`src/rtl/decode_stage_sb.sv`:
```
// Vector processor decode stage: field split, control decode, RF read,
// per-register scoreboard, flush, HALT latch and ID/EX valid/ready register.
module decode_stage_sb #(
    parameter int REG_AW  = 4,
    parameter int SDATA_W = 8,
    parameter int VLANES  = 24,
    parameter int ELEM_W  = 8,
    parameter int IMM_W   = 8,
    parameter int CNT_W   = 16,
    localparam int VW      = VLANES * ELEM_W,
    localparam int INSTR_W = 8 + 3 * REG_AW + IMM_W,
    localparam int NREG    = 1 << REG_AW
) (
    input  logic               clk,
    input  logic               rst_n,
    input  logic               in_valid,
    output logic               in_ready,
    input  logic [INSTR_W-1:0] instr,
    output logic [REG_AW-1:0]  sra1,
    output logic [REG_AW-1:0]  sra2,
    output logic [REG_AW-1:0]  vra1,
    output logic [REG_AW-1:0]  vra2,
    input  logic [SDATA_W-1:0] srd1,
    input  logic [SDATA_W-1:0] srd2,
    input  logic [VW-1:0]      vrd1,
    input  logic [VW-1:0]      vrd2,
    input  logic               wb_valid,
    input  logic               wb_vec,
    input  logic [REG_AW-1:0]  wb_addr,
    input  logic               flush,
    output logic               out_valid,
    input  logic               out_ready,
    output logic [4:0]         ex_op,
    output logic               ex_use_imm,
    output logic [SDATA_W-1:0] ex_imm,
    output logic [SDATA_W-1:0] ex_s1,
    output logic [SDATA_W-1:0] ex_s2,
    output logic [VW-1:0]      ex_v1,
    output logic [VW-1:0]      ex_v2,
    output logic               ex_mem_rd,
    output logic               ex_mem_wr,
    output logic               ex_wb_en,
    output logic [REG_AW-1:0]  ex_dest,
    output logic               ex_dest_vec,
    output logic               halted,
    output logic [CNT_W-1:0]   stall_cnt
);

    localparam logic [4:0] OP_NOP   = 5'h00;
    localparam logic [4:0] OP_LOAD  = 5'h10;
    localparam logic [4:0] OP_STORE = 5'h11;
    localparam logic [4:0] OP_HALT  = 5'h1F;

    logic [4:0]        op;
    logic              vd, v1, v2;
    logic [REG_AW-1:0] rd, rs1, rs2;
    logic [IMM_W-1:0]  imm;

    assign op  = instr[INSTR_W-1 -: 5];
    assign vd  = instr[INSTR_W-6];
    assign v1  = instr[INSTR_W-7];
    assign v2  = instr[INSTR_W-8];
    assign rd  = instr[IMM_W+3*REG_AW-1 -: REG_AW];
    assign rs1 = instr[IMM_W+2*REG_AW-1 -: REG_AW];
    assign rs2 = instr[IMM_W+REG_AW-1 -: REG_AW];
    assign imm = instr[IMM_W-1:0];

    assign sra1 = rs1;
    assign sra2 = rs2;
    assign vra1 = rs1;
    assign vra2 = rs2;

    logic is_nop, is_halt, is_store, use_imm;
    logic wb_en, use1, use2;
    logic busy1, busy2, busyd, hazard, accept;

    assign is_nop   = (op == OP_NOP);
    assign is_halt  = (op == OP_HALT);
    assign is_store = (op == OP_STORE);
    assign use_imm  = op[3];
    assign wb_en    = !(is_nop || is_store || is_halt);
    assign use1     = !(is_nop || is_halt);
    assign use2     = is_store || (use1 && !use_imm);

    logic [NREG-1:0] sb_s_q, sb_s_d, sb_v_q, sb_v_d;

    assign busy1  = v1 ? sb_v_q[rs1] : sb_s_q[rs1];
    assign busy2  = v2 ? sb_v_q[rs2] : sb_s_q[rs2];
    assign busyd  = vd ? sb_v_q[rd]  : sb_s_q[rd];
    assign hazard = (use1 && busy1) || (use2 && busy2) || (wb_en && busyd);

    logic out_valid_q, halted_q;
    logic [CNT_W-1:0] stall_q;

    assign in_ready = !halted_q && !flush && !hazard
                      && (!out_valid_q || out_ready);
    assign accept   = in_valid && in_ready;

    // Clear before set so a same-cycle retire/issue leaves the bit busy
    always_comb begin
        sb_s_d = sb_s_q;
        sb_v_d = sb_v_q;
        if (flush) begin
            sb_s_d = '0;
            sb_v_d = '0;
        end else begin
            if (wb_valid) begin
                if (wb_vec) sb_v_d[wb_addr] = 1'b0;
                else        sb_s_d[wb_addr] = 1'b0;
            end
            if (accept && wb_en) begin
                if (vd) sb_v_d[rd] = 1'b1;
                else    sb_s_d[rd] = 1'b1;
            end
        end
    end

    logic out_valid_d, halted_d;
    logic [CNT_W-1:0] stall_d;

    always_comb begin
        out_valid_d = out_valid_q;
        halted_d    = halted_q;
        stall_d     = stall_q;
        if (flush)                  out_valid_d = 1'b0;
        else if (accept)            out_valid_d = 1'b1;
        else if (out_ready)         out_valid_d = 1'b0;
        if (accept && is_halt)      halted_d    = 1'b1;
        if (in_valid && hazard && !halted_q && stall_q != '1)
            stall_d = stall_q + CNT_W'(1);
    end

    always_ff @(posedge clk or negedge rst_n) begin
        if (!rst_n) begin
            sb_s_q      <= '0;
            sb_v_q      <= '0;
            out_valid_q <= 1'b0;
            halted_q    <= 1'b0;
            stall_q     <= '0;
        end else begin
            sb_s_q      <= sb_s_d;
            sb_v_q      <= sb_v_d;
            out_valid_q <= out_valid_d;
            halted_q    <= halted_d;
            stall_q     <= stall_d;
        end
    end

    always_ff @(posedge clk or negedge rst_n) begin
        if (!rst_n) begin
            ex_op       <= '0;
            ex_imm      <= '0;
            ex_s1       <= '0;
            ex_s2       <= '0;
            ex_v1       <= '0;
            ex_v2       <= '0;
            ex_mem_rd   <= 1'b0;
            ex_mem_wr   <= 1'b0;
            ex_wb_en    <= 1'b0;
            ex_dest     <= '0;
            ex_dest_vec <= 1'b0;
        end else if (accept) begin
            ex_op       <= op;
            ex_imm      <= SDATA_W'(imm);
            ex_s1       <= srd1;
            ex_s2       <= srd2;
            ex_v1       <= vrd1;
            ex_v2       <= vrd2;
            ex_mem_rd   <= (op == OP_LOAD);
            ex_mem_wr   <= is_store;
            ex_wb_en    <= wb_en;
            ex_dest     <= rd;
            ex_dest_vec <= vd;
        end
    end

    assign ex_use_imm = ex_op[3];
    assign out_valid  = out_valid_q;
    assign halted     = halted_q;
    assign stall_cnt  = stall_q;

endmodule

```
`config.mk`:
```
export PLATFORM = sky130hd
export DESIGN_NAME = decode_stage_sb
export DESIGN_NICKNAME = d
export VERILOG_FILES = /design/src/rtl/decode_stage_sb.sv
export SDC_FILE = /design/constraint.sdc
export NUM_CORES = 1
export LEC_CHECK = 0
export CAP_MARGIN = 20
export CORE_AREA = 2 2 347 349
export DETAILED_ROUTE_END_ITERATION = 8
export DIE_AREA = 0 0 349 351
export SLEW_MARGIN = 20
export SYNTH_ARGS = -nofsm -noshare
export SYNTH_HDL_FRONTEND = slang
export SYNTH_SLANG_ARGS = --single-unit
export TNS_END_PERCENT = 1
```
`constraint.sdc`:
```
create_clock -name clk -period 4.65 [get_ports clk]
set_input_delay 0.93 -clock clk [delete_from_list [all_inputs] [get_ports clk]]
set_output_delay 0.93 -clock clk [all_outputs]
set_load 0.02 [all_outputs]
```
==> key figures <==
Run status
  • Status: finished clean

Synthesis
  • EDFF count, synth: 0
  • Seq cells post-synth: 471
  • Syn Std Cell Area: 21100 um2
  • Netlist cell types: 41
  • FFs w/ async S/R, synth: 1.00
  • Seq/Total Area, Yosys: 0.558
  • Gate Count Post-Synth: 1247
  • Syn avg cell area: 16.9 um2
  • Yosys warns: 0
  • Synth Net Count: 1687
  • Ys flop type: dfrtp_1

Placed design
  • Placed cell area: 32000 um2
  • I/O Buffers: 895
  • Placement Setup Slack: -0.580 ns
  • Global placer's final weighted congestion: 0.848
  • DP HPWL: 68.6 mm

Floorplan
  • Die Wd: 349 um
  • IO Pins: 896
  • DIE AREA: 122000 um2
  • Starting Density: 0.177
  • Placement row count: 127
  • Core ar.: 119000 um2
  • Die height: 351 um

Timing
  • Final Hold Violating Endpoints: 0
  • Measured slew at the worst slew-check pin: 1.01 ns
  • Fmax: 223 MHz
  • Final slew viol count: 0
  • Clock skew: 0.0247 ns
  • Min cycle time layout: 4.49 ns
  • TNS Setup: 0 ns
  • Fin crit share: 0.966
  • Unrepaired setup endpoints after global routing: false
  • Setup ws final: 0.160 ns
  • Slew headroom: 0.329
  • Setup Viol. Count Final: 0

CTS
  • Clk slew on worst S/H paths: 0.06 ns
  • CTS tree: yes
  • CTS Hold Bufs: 0
  • Buffer type at the clock tree root: clkbuf_16
  • Worst skew pair latency: 0.64 ns
  • H-tree depth: 2
  • Clock Sinks: 471
  • Cts bufs inserted: 59
  • Clock Path Buffers: 3

Layout
  • Layout overhead on the synthesized area: 61.9%
  • Post-route cell area: 34200 um2
  • Final Net Count: 2627
  • Layout cells sized above 1: 0.290

Global route
  • Initial antenna violation count: 56
  • Grt ovf: 0
  • First-pass GRT wire length: 118 mm
  • Number of global-route vias before repair: 15311
  • Largest net degree at the start of global routing: 85
  • Gr usage total: 0.134

Pwr
  • Max rail drop VDD: 257 uV
  • Power consumption: 9.72 mW
  • P per Cell Area: 284 nW/um2
  • P_leak: 16.1 nW

Run
  • MaxCap Viol Count: 0

Worst setup path
  • Type of the worst setup path: in2out
  • Kind of end point of the critical path: output port
  • Critical Path AT: 3.56 ns
  • WP data required: 3.72 ns
  • Reg2Reg Depth: 11
  • Startpoint Class: input port
  • Max Fanout on Critical Path: 8

Routing
  • Antenna Violating Nets Remaining: 0
  • DR pass1 iterations: 5
  • Total Wirelength: 86.0 mm
  • 1st-iter DRT viols: 959
  • Wirelength per Cell: 22.6 um
  • Via density per instance: 3.85
  • Via total after detailed routing: 14609
  • DR DRC count: 0

Worst hold path
  • Hold/Removal Path Class: in2async
layout by cell type, fill, tap and decap left out, types with 20 or more instances in the layout:
cell type / synthesis / routed
buf_12: 0 / 20
buf_4: 17 / 54
clkbuf_16: 0 / 60
clkdlybuf4s50_1: 0 / 893
dfrtp_1: 471 / 471
mux2_4: 415 / 415
mux2i_1: 24 / 24
nand2_1: 30 / 30
nand3_1: 37 / 37
o41ai_2: 32 / 32
area by class of cell:
cell class | count | area, um2
Inverter | 8 | 30.0
Antenna cell | 13 | 32.5
Fill cell | 12019 | 84800
Timing Repair Buffer | 969 | 9760
Clock inverter | 31 | 414
Clock buffer | 81 | 1690
Tap cell | 1548 | 1940
Sequential cell | 471 | 11800
Multi-Input combinational cell | 678 | 8540
kinds of logic after synthesis:
| kind of cell | after synthesis | share of synthesized area |
|---|---|---|
| flip-flops | 471 | 0.558 |
| AND/OR/NAND/NOR | 139 | 0.0338 |
| AO/OA/AOI/OAI | 61 | 0.0351 |
| XOR/XNOR | 15 | 0.00622 |
| adder cells (fa/ha/maj) | 1 | 0.000592 |
| buffers and inverters | 98 | 0.0388 |
| multiplexers | 462 | 0.328 |
power by group:
group | switching, mW | internal [mW]
combinational | 0.259 | 0.397
sequential | 0 | 4.10
clock | 1.97 | 3.00
routing by layer:
layer  vias to the layer above  global-route usage  wire length (um)
met5                         -                   0               126
met4                        20              0.0493              2620
met3                       181              0.0561              8630
met2                       753               0.218             41000
met1                      7216               0.158             33600
li1                       6439                   -                 -
synth_stat cells, drive strengths merged, types with 2 or more instances:
library cell  number  area share
nand4b             2     0.00083
mux2             421        0.30
buf               75       0.035
mux2i             24       0.011
clkbuf            15      0.0027
nor2              18      0.0032
nand3             37      0.0088
a21oi              4     0.00095
xnor2             14      0.0058
dfrtp            471        0.56
nand2             30      0.0053
nand2b             9      0.0027
and3               3     0.00089
a22oi              5      0.0018
inv                8      0.0014
nand3b             4      0.0014
or2                3     0.00089
nor4               5      0.0015
nand4             10      0.0030
o41ai             32       0.025
o311ai             9      0.0037
o211ai             9      0.0032
nor3               4     0.00095
nor2b              9      0.0027
mux4              17       0.018
sequential cells by signal, indices dropped and copies added, names as in the netlist, 8 cells and up:
signal and flops:
ex_v1 192, sb_s_q 16, sb_v_q 16, ex_imm 8, ex_v2 192, ex_s1 8
stall_cnt 16, ex_s2 8
worst max-delay path, stage by stage:
cell	delay [ns]
clkdlybuf4s50_1	0.51
buf_12	0.15
mux4_2	0.50
mux2i_1	0.19
nor2b_1	0.10
o311ai_2	0.30
o311ai_2	0.20
nor4_2	0.35
buf_4	0.17
buf_2	0.16
path summary, 6_finish.rpt:
kind / endpoint / startpoint / slack (ns)
max reg2reg: ex_v2[56]$_DFFE_PN0N_ / sb_s_q[6]$_DFF_PN0_ / 1.08
max in group asynchronous: ex_v2[115]$_DFFE_PN0N_ / rst_n / 3.33
min: ex_v2[1]$_DFFE_PN0N_ / rst_n / 0.32
min reg2reg: stall_cnt[8]$_DFFE_PN0P_ / stall_cnt[8]$_DFFE_PN0P_ / 0.50
max: in_ready / instr[9] / 0.16
min in group clk: stall_cnt[8]$_DFFE_PN0P_ / stall_cnt[8]$_DFFE_PN0P_ / 0.50
repair_timing:
action,in CTS,in global routing
setup buffers,1,0
setup endpoints to repair,1,1
endpoints found under the hold margin,0,0
resized for setup,6,0
pin swaps,3,1
per-stage QoR:
step | util | std cells | hold WS [ns]
5_1_grt | 0.287 | 3797 | 0.327
3_3_place_gp | 0.269 | 3673 | 0.487
3_5_place_dp | 0.269 | 3673 | 0.486
4_1_cts | 0.287 | 3786 | 0.276
2_1_floorplan | - | 1247 | 0.511
6_report | 0.287 | 3799 | 0.322
No activity file was read; power rests on OpenSTA's default activity.
